===== src/rtl/tiny_seq_buffer.sv =====
// Single-port sequence buffer: captures a stream of words, then plays it back once or in a loop.
// All state, including the playback outputs, is registered on the rising edge of clk.
module tiny_seq_buffer #(
    parameter int unsigned DATA_W = 8,
    parameter int unsigned ADDR_W = 4
) (
    input  logic              clk,
    input  logic              rst,
    input  logic [DATA_W-1:0] data_in,
    input  logic              in_valid,
    input  logic [1:0]        mode,
    input  logic              start,
    input  logic              stop,
    input  logic              hold,
    output logic [DATA_W-1:0] data_out,
    output logic              out_valid,
    output logic [ADDR_W-1:0] address_out,
    output logic              busy,
    output logic [ADDR_W:0]   count
);

    localparam int unsigned     DEPTH     = 2 ** ADDR_W;
    localparam logic [ADDR_W:0] DEPTH_CNT = (ADDR_W + 1)'(DEPTH);
    localparam logic [ADDR_W:0] ONE       = (ADDR_W + 1)'(1);

    localparam logic [1:0] ModeCapture  = 2'b01;
    localparam logic [1:0] ModePlayOnce = 2'b10;
    localparam logic [1:0] ModePlayLoop = 2'b11;

    typedef enum logic [1:0] {
        StIdle,
        StCapture,
        StPlay
    } state_e;

    state_e              state_q;
    logic                loop_q;
    logic [ADDR_W:0]     wr_ptr_q;
    logic [ADDR_W:0]     rd_ptr_q;
    logic [ADDR_W:0]     count_q;
    logic [DATA_W-1:0]   data_out_q;
    logic [ADDR_W-1:0]   address_out_q;
    logic                out_valid_q;

    logic [DATA_W-1:0]   mem [DEPTH];

    logic                wr_en;
    logic                last_word;

    // Storage has no reset so that contents survive rst and a new capture start.
    always_comb begin
        wr_en = (state_q == StCapture) && in_valid && !stop && !rst;
    end

    always_ff @(posedge clk) begin
        if (wr_en) begin
            mem[wr_ptr_q[ADDR_W-1:0]] <= data_in;
        end
    end

    always_comb begin
        last_word = (rd_ptr_q == (count_q - ONE));
    end

    always_ff @(posedge clk) begin
        if (rst) begin
            state_q       <= StIdle;
            loop_q        <= 1'b0;
            wr_ptr_q      <= '0;
            rd_ptr_q      <= '0;
            count_q       <= '0;
            data_out_q    <= '0;
            address_out_q <= '0;
            out_valid_q   <= 1'b0;
        end else begin
            out_valid_q <= 1'b0;
            case (state_q)
                StIdle: begin
                    // stop in the same cycle as start suppresses the command.
                    if (start && !stop) begin
                        unique case (mode)
                            ModeCapture: begin
                                count_q  <= '0;
                                wr_ptr_q <= '0;
                                state_q  <= StCapture;
                            end
                            ModePlayOnce, ModePlayLoop: begin
                                rd_ptr_q <= '0;
                                loop_q   <= mode[0];
                                if (count_q != '0) begin
                                    state_q <= StPlay;
                                end
                            end
                            default: ;
                        endcase
                    end
                end

                StCapture: begin
                    if (stop) begin
                        state_q <= StIdle;
                    end else if (in_valid) begin
                        address_out_q <= wr_ptr_q[ADDR_W-1:0];
                        wr_ptr_q      <= wr_ptr_q + ONE;
                        count_q       <= count_q + ONE;
                        if (wr_ptr_q == (DEPTH_CNT - ONE)) begin
                            state_q <= StIdle;
                        end
                    end
                end

                StPlay: begin
                    if (stop) begin
                        state_q <= StIdle;
                    end else if (!hold) begin
                        data_out_q    <= mem[rd_ptr_q[ADDR_W-1:0]];
                        address_out_q <= rd_ptr_q[ADDR_W-1:0];
                        out_valid_q   <= 1'b1;
                        if (last_word && loop_q) begin
                            rd_ptr_q <= '0;
                        end else begin
                            rd_ptr_q <= rd_ptr_q + ONE;
                        end
                        // The final word is still presented while the FSM is already idle.
                        if (last_word && !loop_q) begin
                            state_q <= StIdle;
                        end
                    end
                end

                default: begin
                    state_q <= StIdle;
                end
            endcase
        end
    end

    assign data_out    = data_out_q;
    assign out_valid   = out_valid_q;
    assign address_out = address_out_q;
    assign busy        = (state_q != StIdle);
    assign count       = count_q;

endmodule


===== config.mk =====
export PLATFORM = sky130hd
export DESIGN_NAME = tiny_seq_buffer
export DESIGN_NICKNAME = d
export VERILOG_FILES = /design/src/rtl/tiny_seq_buffer.sv
export SDC_FILE = /design/constraint.sdc
export NUM_CORES = 1
export LEC_CHECK = 0
export CAP_MARGIN = 20
export CORE_MARGIN = 2
export CORE_UTILIZATION = 57
export DETAILED_ROUTE_END_ITERATION = 10
export GPL_TIMING_DRIVEN = 0
export PLACE_DENSITY = 0.84
export SLEW_MARGIN = 20
export SYNTH_ARGS = -nofsm -noshare
export SYNTH_HDL_FRONTEND = slang
export SYNTH_SLANG_ARGS = --single-unit

===== constraint.sdc =====
create_clock -name clk -period 4.6 [get_ports clk]
set_input_delay 1.38 -clock clk [delete_from_list [all_inputs] [get_ports clk]]
set_output_delay 1.38 -clock clk [all_outputs]
set_load 0.02 [all_outputs]

==> results of run 1 <==
how the worst min path moves through the flow:
stage           startpoint     endpoint  slack (ns)  cells past startpoint
2_1_floorplan  rd_ptr_q[4]  rd_ptr_q[4]        0.47                      2
3_3_place_gp   data_out[6]  data_out[6]        0.45                      2
3_5_place_dp   data_out[0]  data_out[0]        0.45                      2
4_1_cts        data_out[0]  data_out[0]        0.46                      2
5_1_grt        data_out[2]  data_out[2]        0.48                      2
6_report       data_out[0]  data_out[0]        0.46                      2
power by group through the flow:
stage	Sequential, mW	Clock, mW	Combinational, mW
6_report	1.56	1.31	0.0602
5_1_grt	1.56	1.37	0.0652
4_1_cts	1.56	1.32	0.0598
3_5_place_dp	1.59	0	0.0595
3_3_place_gp	1.59	0	0.0561
2_1_floorplan	1.59	0	0.0198
worst max-delay path, cell delays in order:
cell and delay, ns:
clkdlybuf4s50_1 0.51, nand2_1 0.09, nor4_1 0.61, nand2_1 0.39
nor2_1 0.76
cells in the final DEF, fill, tap and decap left out, types with 2 or more instances in the layout:
master           netlist  final
a211oi_1               5      5
inv_1                  8      8
nor2b_1                4      4
mux2i_1                5      5
nor3_1                 7      3
buf_1                  2      2
nor2_1                37     37
mux4_2                17     17
clkinv_2               0      2
nor3_2                 0      4
inv_8                  0      2
clkbuf_1              12     12
nand2_1               33     33
clkbuf_16              0     17
dfxtp_1               31     31
a21oi_1               18     18
nand3_1                3      3
xor2_1                 7      7
o211ai_1               3      3
buf_6                  4      4
edfxtp_1             128    128
clkdlybuf4s50_1        0     33
nand2b_1               4      4
mux4_1                23     23
nand4_1                3      3
xnor2_1                6      6
buf_2                  4      4
o221ai_1               3      3
and2_1                 2      2
inv_6                  0      5
clkinv_4               0      3
ha_1                   8      8
synth_stat cells, types with 5 or more instances:
library cell / count
edfxtp_1: 128
nor2_1: 37
nand2_1: 33
dfxtp_1: 31
mux4_1: 23
a21oi_1: 18
mux4_2: 17
clkbuf_1: 12
ha_1: 8
inv_1: 8
nor3_1: 7
xor2_1: 7
xnor2_1: 6
a211oi_1: 5
mux2i_1: 5
logic make-up (layout without fill, tap and decap cells):
| family | Yosys count | after routing | synth area share [%] |
|---|---|---|---|
| flip-flops | 159 | 159 | 68.2 |
| AND/OR/NAND/NOR | 100 | 100 | 6.82 |
| multiplexers | 46 | 46 | 16.0 |
| AO/OA/AOI/OAI | 35 | 35 | 3.46 |
| buffers and inverters | 30 | 95 | 2.25 |
| XOR/XNOR | 13 | 13 | 1.74 |
| adder cells (fa/ha/maj) | 8 | 8 | 1.53 |
stage by stage:
step                      power [mW]  hold slack [ns]  util, %  instance area [um^2]
after floorplan                 1.61            0.471        -                  6550
after global placement          1.64            0.447     62.3                  7060
after detailed placement        1.65            0.449     62.5                  7080
after CTS                       2.94            0.458     67.4                  7630
after global routing            3.00            0.482     67.4                  7630
final                           2.93            0.458     67.4                  7630
layer usage:
metal  track usage, %  wire (um)  up-vias  part of all wire (%)
met5                0          0        -                     0
met3             6.56       1070       35                   7.7
met1             30.2       5460     1869                    40
met4             10.9        410        0                   3.0
li1                 -          -     1638                     -
met2             37.6       6880      166                    50
state kept, by name, indices dropped and copies added (netlist names):
signal and cells:
wr_ptr_q 5, rd_ptr_q 5, loop_q 1, mem 128, address_out 4, out_valid 1
count 5, data_out 8, state_q 2
layout make-up:
class | count | area (um^2) | share of cell area, %
Buffer | 22 | 118 | 1.54
Clock buffer | 17 | 425 | 5.57
Clock inverter | 15 | 130 | 1.70
Inverter | 8 | 30.0 | 0.393
Multi-Input combinational cell | 202 | 1960 | 25.6
Sequential cell | 159 | 4460 | 58.5
Tap cell | 143 | 179 | 2.34
Timing Repair Buffer | 33 | 330 | 4.33
==> impl_results.md, run 1 <==
- Outcome: finished clean
- Drt initial violations: around 430
- Fin nets: roughly 470
- DIE HEIGHT: roughly 110 um
- Clock Skews: between 0.006 and 0.007 ns
- H-Tree Depth: 4
- Synth Area per Inst: 16.7 um^2
- CTS Root Cell: clkbuf_16
- Row count: 39
- DRC viols: 0
- Grt total ovfl: 0
- Flop2flop setup slack: 1.94 ns
- CTS buffer count: 17
- Tmin final: between 3 and 4 ns
- Flop pwr share: 53.1%
- Leak pwr: 2.48 nW
- Combinational group share of total power: roughly 2.1%
- Diodes inserted: 0
- Post-synth top area cell: edfxtp_1
- Worst-Margin Slew: ~0.86 ns
- Share of the synthesized area in the top cell type: 58.7%
- Final HPWL DP: between 9 and 10 mm
- Synth Net Count: roughly 420
- Period utilization: 80.1%
- Synth Warn #: 0
- Max Clock Freq: around 270 MHz
- R2R Path Start: state_q[0]
- DRT Wirelength: 13.8 mm
- CP arrival: approximately 3.7 ns
- Vias: about 3700
- Setup crit start kind: input port
- Die Width: between 100 and 150 um
- Top FF cell, synth: edfxtp_1
- Core Footprint: between 10000 and 15000 um^2
- Int Power: approximately 2.3 mW
- Register area share after synthesis: about two thirds
- Largest net degree at the start of global routing: 17
- CTS max path bufs: 2
- I/O Pins: 35
- Clock transition at path regs: about 0.06 ns
- Port bufs: 33
- MaxCap Viol Count: 0
- PwrDens: roughly 380 nW/um^2
- Fin cells: between 500 and 600
- Pre-CTS setup slack: roughly 0.61 ns
- First-pass GRT wire length: around 21 mm
- Distinct cells, synth: 39
- Sink Count: 159
- Main area contributors after synthesis: edfxtp_1 59%, dfxtp_1 9.5%, mux4_1 9.2%
- P&R area growth vs syn: 16.6%
- Starting Density: just under 60%
- Drt pass-1 iters: 5
- FF+latch count, synth: between 150 and 200
- Async SR Flop Fraction: 0%
- Final worst setup slack: 0.916 ns
- RSZ-0062 raised after global routing: no
- Switch share: between 20% and 30%
- # setup viols final: 0
- Placed insts: roughly 570
- Setup crit end kind: flip-flop
- P_sw: roughly 0.65 mW
- FILL cells: around 750
- Post-CTS Setup Bufs: 0
- Fin Setup TNS: 0 ns
- R2R cell count: 4
- Peak VDD IR: just under 300 uV
- Max_slew headroom: between 40% and 50%
- Clk Latency, worst-skew pair: 0.43 ns
- Post-cts resize count: 0
- Initial antenna violation count: 0
- Number of nets with antenna violations after routing: 0
- Clock share of power: 44.8%
- Slew Viols, Final: 0
- Crit path required time: about 4.7 ns
- Crit-path max FO: 8
- Vias per Instance: around 6.2
- Critical Path Start: in_valid
- Gr usage total: a little under a quarter
- Cell Area, Synth: about 6500 um^2
- Fin. Hold Viols: 0
- GP Congestion: 0.823
- WL/cell: roughly 23 um
- Share of cells above drive strength 1: roughly 14%
- Hold_buf cts: 0
- Die footprint: ~12000 um^2
- Crit Reg-Reg Endpoint: mem[6][6]
- Hold WC Path Type: reg -> reg
- CTS tree: done
- Setup CP Type: in -> reg
- Post-synth EDFFs: between 100 and 150
- Vias in the first global route: 3707
- Syn Inst Count: approximately 400
- CP endpoint: mem[6][6]
Power figures use the tool's default switching activity.
==> run 2, diff against run 1 <==
CORE_UTILIZATION = 54   (was 57)
clock period = 3 ns   (was 4.6 ns; I/O delays follow)
==> impl_results.md, run 2 (same netlist as run 1, synthesis figures left out) <==
- Outcome: finished clean
- Setup CP Type: in -> reg
- CP most frequent cell: nand2_1
- Drt pass-1 iters: 5 (unchanged)
- Max Clock Freq: 361 MHz
- Period utilization: between 90 and 100%
- Tmin final: roughly 2.8 ns
- Largest register FFs: 128 (unchanged)
- Max_slew headroom: 45.4% (+3.1 points)
- Top delay family on crit path: simple AND/OR/NAND/NOR gates
- Die Width: 114 um (+2.6%)
- P_sw: 0.954 mW (+47%)
- Initial antenna violation count: 0 (unchanged)
- Die footprint: 13000 um^2 (+5.4%)
- Diodes inserted: 0 (unchanged)
- Clock share of power: 44.1% (-0.7 points)
- DIE HEIGHT: 114 um (+2.6%)
- FILL cells: 788 (+5.2%)
- Critical-path top delay cell: nor2_1
- DRC viols: 0 (unchanged)
- H-Tree Depth: 4 (unchanged)
- I/O Pins: 35 (unchanged)
- CP arrival: 2.82 ns (-0.91 ns)
- Final worst setup slack: 0.226 ns (-0.690 ns)
- Vias: 3667 (-1.1%)
- Setup crit start kind: input port
- GP Congestion: 0.827 (+0.44%)
- Final HPWL DP: 9.05 mm (-0.26%)
- First-pass GRT wire length: 20.7 mm (-2.3%)
- Gr usage total: 22.4% (-1.1 points)
- Drt initial violations: 442 (+4.0%)
- Vias in the first global route: 3692 (-0.40%)
- Clock Skews: 0.0112 ns (+0.00479 ns)
- Grt total ovfl: 0 (unchanged)
- Flop pwr share: 53.9% (+0.8 points)
- DRT Wirelength: 13.9 mm (+0.27%)
- Post-CTS Setup Bufs: 0 (unchanged)
- Setup crit end kind: flip-flop
- CP Cell Sequence: clkdlybuf4s50_1 > nand2_1 > nor4_2 > nand2_1 > nor2_1
- RSZ-0062 raised after global routing: no
- Int Power: 3.48 mW (+52%)
- Fin nets: 467 (unchanged)
- PwrDens: 579 nW/um^2 (+51%)
- # setup viols final: 0 (unchanged)
- Sink Count: 159 (unchanged)
- Crit-path max FO: 8 (unchanged)
- Most common cell after layout, fill and taps aside: edfxtp_1
- Slew Viols, Final: 0 (unchanged)
- Starting Density: 55.0% (-2.9 points)
- Hold WC Path Type: reg -> reg
- Clk Latency, worst-skew pair: 0.42 ns (about the same)
- Row count: 40 (+2.6%)
- Vias per Instance: 6.08 (-1.8%)
- Crit path required time: 3.04 ns (-1.61 ns)
- Clock transition at path regs: 0.07 ns (about the same)
- Fin Setup TNS: 0 ns (unchanged)
- WL/cell: 23.0 um (-0.39%)
- Largest net degree at the start of global routing: 17 (unchanged)
- Core Footprint: 11900 um^2 (+5.2%)
- CTS max path bufs: 2 (unchanged)
- P&R area growth vs syn: 17.0%
- CTS buffer count: 17 (unchanged)
- Pre-CTS setup slack: -0.401 ns (-1.01 ns)
- Port bufs: 33 (unchanged)
- Number of nets with antenna violations after routing: 0 (unchanged)
- CTS tree: done
- Switch share: 21.5% (-0.56 points)
- Share of cells above drive strength 1: 15.8% (+2.2 points)
- CTS Root Cell: clkbuf_16
- MaxCap Viol Count: 0 (unchanged)
- Commonest cells after routing, fill and taps aside: 128 x edfxtp_1, 33 x nand2_1, 33 x clkdlybuf4s50_1, 31 x dfxtp_1, 28 x nor2_1
- Peak VDD IR: 524 uV (+80%)
- Worst-Margin Slew: 0.816 ns (-0.0458 ns)
- Combinational group share of total power: 2.1% (about the same)
- Worst stage delay on the critical path: 0.68 ns (-0.08 ns)
- Leak pwr: 2.45 nW (-1.4%)
- Fin. Hold Viols: 0 (unchanged)
- WP buf/inv: 1 (unchanged)
## run 2: final timing paths
kind | endpoint | start | cells after the start | slack [ns]
min reg2reg | data_out[4] | data_out[4] | 2 | 0.46
min | data_out[4] | data_out[4] | 2 | 0.46
max reg2reg | data_out[6] | rd_ptr_q[1] | 6 | 0.61
max | mem[12][7] | in_valid | 5 | 0.23
## run 2: power groups by stage
stage                     clock (mW)  sequential [mW]  combinational [mW]
after global routing            2.05             2.39               0.100
final                           1.95             2.39              0.0930
after global placement             0             2.43              0.0846
after CTS                       1.97             2.39              0.0913
after floorplan                    0             2.44              0.0303
after detailed placement           0             2.43              0.0898
## run 2: tightest hold or removal path: stages, from the launching register on
cell     delay (ns)
dfxtp_1        0.31
nand2_1        0.05
a21oi_1        0.05
## run 2: cell type report
class	instances	area (um^2)	area share, %
plain buffers	22	118	1.53
clock buffers	17	425	5.55
clock inverters	15	109	1.42
inverters	8	30.0	0.392
multi-input cells	202	2000	26.1
flip-flops and latches	159	4460	58.3
well taps	147	184	2.40
repair buffers	33	330	4.31
## run 2: per-layer routing
layer  GRT usage (%)  routed length (um)  vias to the layer above
li1                -                   -                     1637
met1            27.2                5590                     1826
met2            37.1                6910                      174
met3            7.25                 931                       30
met4            10.0                 420                        0
met5               0                   0                        -
## run 2: stage by stage
step	std cells	hold WS [ns]	cell area, um^2	total power [mW]	utilization [%]
after floorplan	391	0.471	6550	2.47	-
after global placement	571	0.449	7060	2.52	59.3
after detailed placement	571	0.451	7080	2.52	59.5
after CTS	603	0.464	7620	4.45	63.9
after global routing	603	0.490	7660	4.54	64.3
final	603	0.464	7660	4.43	64.3
## run 2: timing repair
| item | 4_1_cts | 5_1_grt |
|---|---|---|
| hold buffers | 0 | 0 |
| endpoints found under the hold margin | 0 | 0 |
| setup endpoints to repair | 0 | 128 |
| resized for setup | 0 | 13 |
